File: src/rtl/nibble_serial_adder_if.sv
// Bundle between the nibble sequencer, its upstream operand source and the
// external 4-bit adder. The slave modport is the sequencer's view.
interface nibble_serial_adder_if #(
    parameter int NIBBLES = 4
);
    localparam int W = 4 * NIBBLES;

    logic         start;
    logic         sub;
    logic         cin;
    logic [W-1:0] op_a;
    logic [W-1:0] op_b;
    logic         busy;
    logic         done;
    logic [W-1:0] result;
    logic         cout;
    logic         ovf;
    logic [3:0]   add_A;
    logic [3:0]   add_B;
    logic         add_Cin;
    logic [3:0]   add_Sum;
    logic         add_Cout;

    modport slave (
        input  start, sub, cin, op_a, op_b, add_Sum, add_Cout,
        output busy, done, result, cout, ovf, add_A, add_B, add_Cin
    );

    modport master (
        output start, sub, cin, op_a, op_b, add_Sum, add_Cout,
        input  busy, done, result, cout, ovf, add_A, add_B, add_Cin
    );
endinterface

File: src/rtl/nibble_serial_adder.sv
// Drives an external combinational 4-bit adder one nibble per clock, LSB first,
// chaining the carry through a register; subtraction is ~B plus inverted borrow.
module nibble_serial_adder #(
    parameter int NIBBLES = 4
) (
    input  logic                  clk,
    input  logic                  rst_n,
    nibble_serial_adder_if.slave  bus
);
    localparam int W  = 4 * NIBBLES;
    localparam int IW = $clog2(NIBBLES);

    typedef enum logic [1:0] {IDLE, RUN, DONE} state_t;

    state_t          state_q, state_d;
    logic [W-1:0]    a_q, a_d;
    logic [W-1:0]    b_q, b_d;
    logic [W-1:0]    result_q, result_d;
    logic            carry_q, carry_d;
    logic            cout_q, cout_d;
    logic            ovf_q, ovf_d;
    logic [IW-1:0]   idx_q, idx_d;

    logic [3:0]      a_nib [NIBBLES];
    logic [3:0]      b_nib [NIBBLES];
    logic            in_run;
    logic            last_nib;

    assign in_run   = (state_q == RUN);
    assign last_nib = (idx_q == IW'(NIBBLES - 1));

    // Only the nibble currently at the adder is replaced; the rest hold.
    for (genvar gi = 0; gi < NIBBLES; gi++) begin : g_nib
        assign a_nib[gi] = a_q[4*gi +: 4];
        assign b_nib[gi] = b_q[4*gi +: 4];
        assign result_d[4*gi +: 4] = (in_run && idx_q == IW'(gi)) ? bus.add_Sum
                                                                  : result_q[4*gi +: 4];
    end

    always_comb begin
        state_d = state_q;
        a_d     = a_q;
        b_d     = b_q;
        carry_d = carry_q;
        cout_d  = cout_q;
        ovf_d   = ovf_q;
        idx_d   = idx_q;
        case (state_q)
            IDLE, DONE: begin
                if (bus.start) begin
                    state_d = RUN;
                    a_d     = bus.op_a;
                    b_d     = bus.sub ? ~bus.op_b : bus.op_b;
                    carry_d = bus.sub ? ~bus.cin : bus.cin;
                    idx_d   = '0;
                end else begin
                    state_d = IDLE;
                end
            end
            RUN: begin
                carry_d = bus.add_Cout;
                idx_d   = idx_q + 1'b1;
                if (last_nib) begin
                    state_d = DONE;
                    cout_d  = bus.add_Cout;
                    // Sign rule on the effective operands covers subtract too.
                    ovf_d   = (a_q[W-1] == b_q[W-1]) && (bus.add_Sum[3] != a_q[W-1]);
                end
            end
            default: state_d = IDLE;
        endcase
    end

    always_ff @(posedge clk or negedge rst_n) begin
        if (!rst_n) begin
            state_q  <= IDLE;
            a_q      <= '0;
            b_q      <= '0;
            result_q <= '0;
            carry_q  <= 1'b0;
            cout_q   <= 1'b0;
            ovf_q    <= 1'b0;
            idx_q    <= '0;
        end else begin
            state_q  <= state_d;
            a_q      <= a_d;
            b_q      <= b_d;
            result_q <= result_d;
            carry_q  <= carry_d;
            cout_q   <= cout_d;
            ovf_q    <= ovf_d;
            idx_q    <= idx_d;
        end
    end

    assign bus.busy    = in_run;
    assign bus.done    = (state_q == DONE);
    assign bus.result  = result_q;
    assign bus.cout    = cout_q;
    assign bus.ovf     = ovf_q;
    assign bus.add_A   = in_run ? a_nib[idx_q] : 4'h0;
    assign bus.add_B   = in_run ? b_nib[idx_q] : 4'h0;
    assign bus.add_Cin = in_run ? carry_q : 1'b0;
endmodule

File: src/flat_wrapper.sv
// flat-port wrapper written by rule: the top's interface ports become plain ports
module nibble_serial_adder_flat 
#(
    parameter int NIBBLES = 4
)
  (clk, rst_n, bus_start, bus_sub, bus_cin, bus_op_a, bus_op_b, bus_add_Sum, bus_add_Cout, bus_busy, bus_done, bus_result, bus_cout, bus_ovf, bus_add_A, bus_add_B, bus_add_Cin);
  nibble_serial_adder_if #(.NIBBLES(NIBBLES)) bus_i ();
  input  logic clk;
  input  logic rst_n;
  input wire logic [$bits(bus_i.start)-1:0] bus_start;
  input wire logic [$bits(bus_i.sub)-1:0] bus_sub;
  input wire logic [$bits(bus_i.cin)-1:0] bus_cin;
  input wire logic [$bits(bus_i.op_a)-1:0] bus_op_a;
  input wire logic [$bits(bus_i.op_b)-1:0] bus_op_b;
  input wire logic [$bits(bus_i.add_Sum)-1:0] bus_add_Sum;
  input wire logic [$bits(bus_i.add_Cout)-1:0] bus_add_Cout;
  output wire logic [$bits(bus_i.busy)-1:0] bus_busy;
  output wire logic [$bits(bus_i.done)-1:0] bus_done;
  output wire logic [$bits(bus_i.result)-1:0] bus_result;
  output wire logic [$bits(bus_i.cout)-1:0] bus_cout;
  output wire logic [$bits(bus_i.ovf)-1:0] bus_ovf;
  output wire logic [$bits(bus_i.add_A)-1:0] bus_add_A;
  output wire logic [$bits(bus_i.add_B)-1:0] bus_add_B;
  output wire logic [$bits(bus_i.add_Cin)-1:0] bus_add_Cin;
  assign bus_i.start = bus_start;
  assign bus_i.sub = bus_sub;
  assign bus_i.cin = bus_cin;
  assign bus_i.op_a = bus_op_a;
  assign bus_i.op_b = bus_op_b;
  assign bus_i.add_Sum = bus_add_Sum;
  assign bus_i.add_Cout = bus_add_Cout;
  assign bus_busy = bus_i.busy;
  assign bus_done = bus_i.done;
  assign bus_result = bus_i.result;
  assign bus_cout = bus_i.cout;
  assign bus_ovf = bus_i.ovf;
  assign bus_add_A = bus_i.add_A;
  assign bus_add_B = bus_i.add_B;
  assign bus_add_Cin = bus_i.add_Cin;
  nibble_serial_adder #(.NIBBLES(NIBBLES)) u_core (.clk(clk), .rst_n(rst_n), .bus(bus_i));
endmodule
File: config.mk
export PLATFORM = sky130hd
export DESIGN_NAME = nibble_serial_adder_flat
export DESIGN_NICKNAME = d
export VERILOG_FILES = /design/src/rtl/nibble_serial_adder_if.sv /design/src/rtl/nibble_serial_adder.sv /design/src/flat_wrapper.sv
export SDC_FILE = /design/constraint.sdc
export NUM_CORES = 1
export LEC_CHECK = 0
export CAP_MARGIN = 15
export CELL_PAD_IN_SITES_DETAIL_PLACEMENT = 1
export CELL_PAD_IN_SITES_GLOBAL_PLACEMENT = 2
export CORE_ASPECT_RATIO = 0.75
export CORE_MARGIN = 2
export CORE_UTILIZATION = 33
export CTS_CLUSTER_DIAMETER = 80
export DETAILED_ROUTE_END_ITERATION = 8
export PLACE_DENSITY_LB_ADDON = 0.1
export REMOVE_ABC_BUFFERS = 1
export SYNTH_ARGS = -nofsm -noshare
export SYNTH_HDL_FRONTEND = slang
export SYNTH_SLANG_ARGS = --single-unit
File: constraint.sdc
create_clock -name clk -period 4.6 [get_ports clk]
set_input_delay 1.38 -clock clk [delete_from_list [all_inputs] [get_ports clk]]
set_output_delay 1.38 -clock clk [all_outputs]
set_load 0.005 [all_outputs]
==> summary.txt <==
Max-Cap Viols -> 0
Netlist Area Pre-Place -> 2517 um2
post-synthesis sequential area ratio -> 54.67%
layout cells sized above 1 -> 20.23%
first-pass GRT wire length -> 9.211 mm
critical path startpoint -> u_core.idx_q[0]
Slew headroom -> 45.70%
post-CTS sizing -> 0
vias post-DR -> 1657
dpl cell area -> 3293 um2
number of global-route vias before repair -> 1781
Die W -> 104.9 um
largest net degree at the start of global routing -> 41
clock tree sinks -> 55
Antenna Nets Post-Route -> 0
post-route non-filler standard cell count -> 363
reg2reg start -> u_core.idx_q[0]
Total GRT Usage -> 14.00%
most frequent cells after synthesis -> dfrtp_1, mux2_2, nand2_1
Synth Register Bits -> 55
ranking of synthesized cells by area -> dfrtp_1, mux2_2, mux4_2, xnor2_1, o21ai_0
final slew viol count -> 0
hold buffers post-CTS -> 0
leading area contributor after synthesis -> dfrtp_1
Max VDD drop -> 0.0002277 V
critical path class -> reg2out
syn_area_per_cell -> 13.11 um2
initial detailed-routing violation count -> 28
PD cells -> 622.9 nW/um2
setup bufs post-CTS -> 0
H-tree depth -> 2
Setup TNS -> 0 ns
outcome -> complete, no violations
f_max -> 269.7 MHz
design area -> 3393 um2
Most used DFF post-synth -> dfrtp_1
Buffers on Ports -> 70
crit path DAT -> 2.33 ns
initial antenna violation count -> 0
# nets final -> 307
unrepaired setup endpoints after global routing -> no
clk root buf -> clkbuf_8
Boundary Pins -> 71
Vias per Instance -> 4.565
Core Area -> 7365 um2
Post-synth ARST share -> 100.0%
final hold viol count -> 0
HPWL Detailed -> 3.823 mm
total grt overflow -> 0
HP Class -> reg2reg
clock latency at the later pin of the worst-skew pair -> 0.30 ns
Critical Path RT -> 3.22 ns
n_diodes -> 0
count leader, synth -> dfrtp_1
drt first pass iters -> 4
Clock transition at path regs -> 0.10 ns
Max Root-Sink Buffers -> 2
CTS tree -> yes
# DRC -> 0
cell count after synthesis -> 192
placed insts -> 355
routed len/inst -> 14.74 um
P&R area growth vs syn -> 34.79%
EDFF count, synth -> 0
Yosys cell types -> 22
Worst Hold Launch -> u_core.b_q[1]
Initial Util -> 34.18%
crit-path max FO -> 13
Tightest Pin Transition -> 0.8144 ns
Synth top area share -> 54.67%
post-route clock skew -> 0.008420 ns
crit path capture type -> primary output
CP Launch Type -> flop
CTS buffer count -> 5
leakage power total -> 1.399 nW
final wirelength -> 5.349 mm
die height -> 79.64 um
Final period util -> 80.60%
Die ar. -> 8351 um2
Final Critical Period -> 3.708 ns
final setup vio count -> 0
fin util -> 46.08%
gp weighted congestion -> 0.6841
row count -> 27
Synthesis Warnings -> 0
==> routing by layer <==
layer / vias up / track usage (%) / share of wire [%]
met5: - / 0 / 0
li1: 789 / - / -
met1: 828 / 19.52 / 49
met2: 38 / 22.21 / 46
met3: 2 / 3.673 / 4.8
met4: 0 / 2.800 / 0.34
==> cell families after synthesis <==
family          count (synthesis)  synth area share (%)
compound gates                 22                 4.722
fa+ha+maj                       4                 1.988
flops                          55                 54.67
buf+inv                        15                 3.429
xor+xnor                       17                 5.914
simple gates                   38                 7.356
mux                            41                 21.92
==> critical path, stage by stage (launching register included) <==
cell	delay (ns)
dfrtp_1	0.84
mux4_2	0.58
and2_1	0.18
clkdlybuf4s50_1	0.44
==> state kept, by name, summed over array words and instances, names as in the netlist <==
register           flops
u_core.a_q            16
u_core.bus.ovf         1
u_core.bus.cout        1
u_core.idx_q           2
u_core.carry_q         1
u_core.state_q         2
u_core.bus.result     16
u_core.b_q            16
==> metrics by stage <==
stage               setup WS [ns]  total power, mW  hold slack [ns]
floorplan                   1.714            1.374           0.4446
global placement            1.188            1.841           0.4616
detailed placement          1.177            1.867           0.4732
CTS                        0.8247            2.161           0.4973
global route               0.6946            2.295           0.5246
finish                     0.8922            2.114           0.4868
==> final timing paths <==
check | end | slack, ns | depth (start not counted)
worst max-delay path | bus_add_A[0] | 0.89 | 3
worst min-delay path | u_core.b_q[1] | 0.49 | 2
worst max register to register | u_core.bus.result[14] | 2.65 | 3
worst min register to register | u_core.b_q[1] | 0.49 | 2
max in group asynchronous | u_core.bus.result[12] | 2.66 | 2
min in group asynchronous | u_core.a_q[2] | 1.17 | 1
==> placed cells by master, fill, tap and decap left out, types with 7 or more instances in the layout <==
cell type,instances
nand2_1,20
mux4_2,8
and2_1,10
o21ai_0,19
dfrtp_1,55
xnor2_1,17
mux2_2,33
clkbuf_8,7
clkdlybuf4s50_1,69
==> report_power, final <==
group	internal (mW)	switching, mW
combinational	0.624	0.312
clock	0.138	0.148
sequential	0.723	0.169
==> area by class of cell <==
type | count | area [um2]
flip-flops and latches | 55 | 1376
multi-input cells | 122 | 1057
inverters | 4 | 15.01
clock buffers | 8 | 100.1
repair buffers | 73 | 718.2
fillers | 803 | 3971
well taps | 101 | 126.4
(Power assumes the default switching activity.)
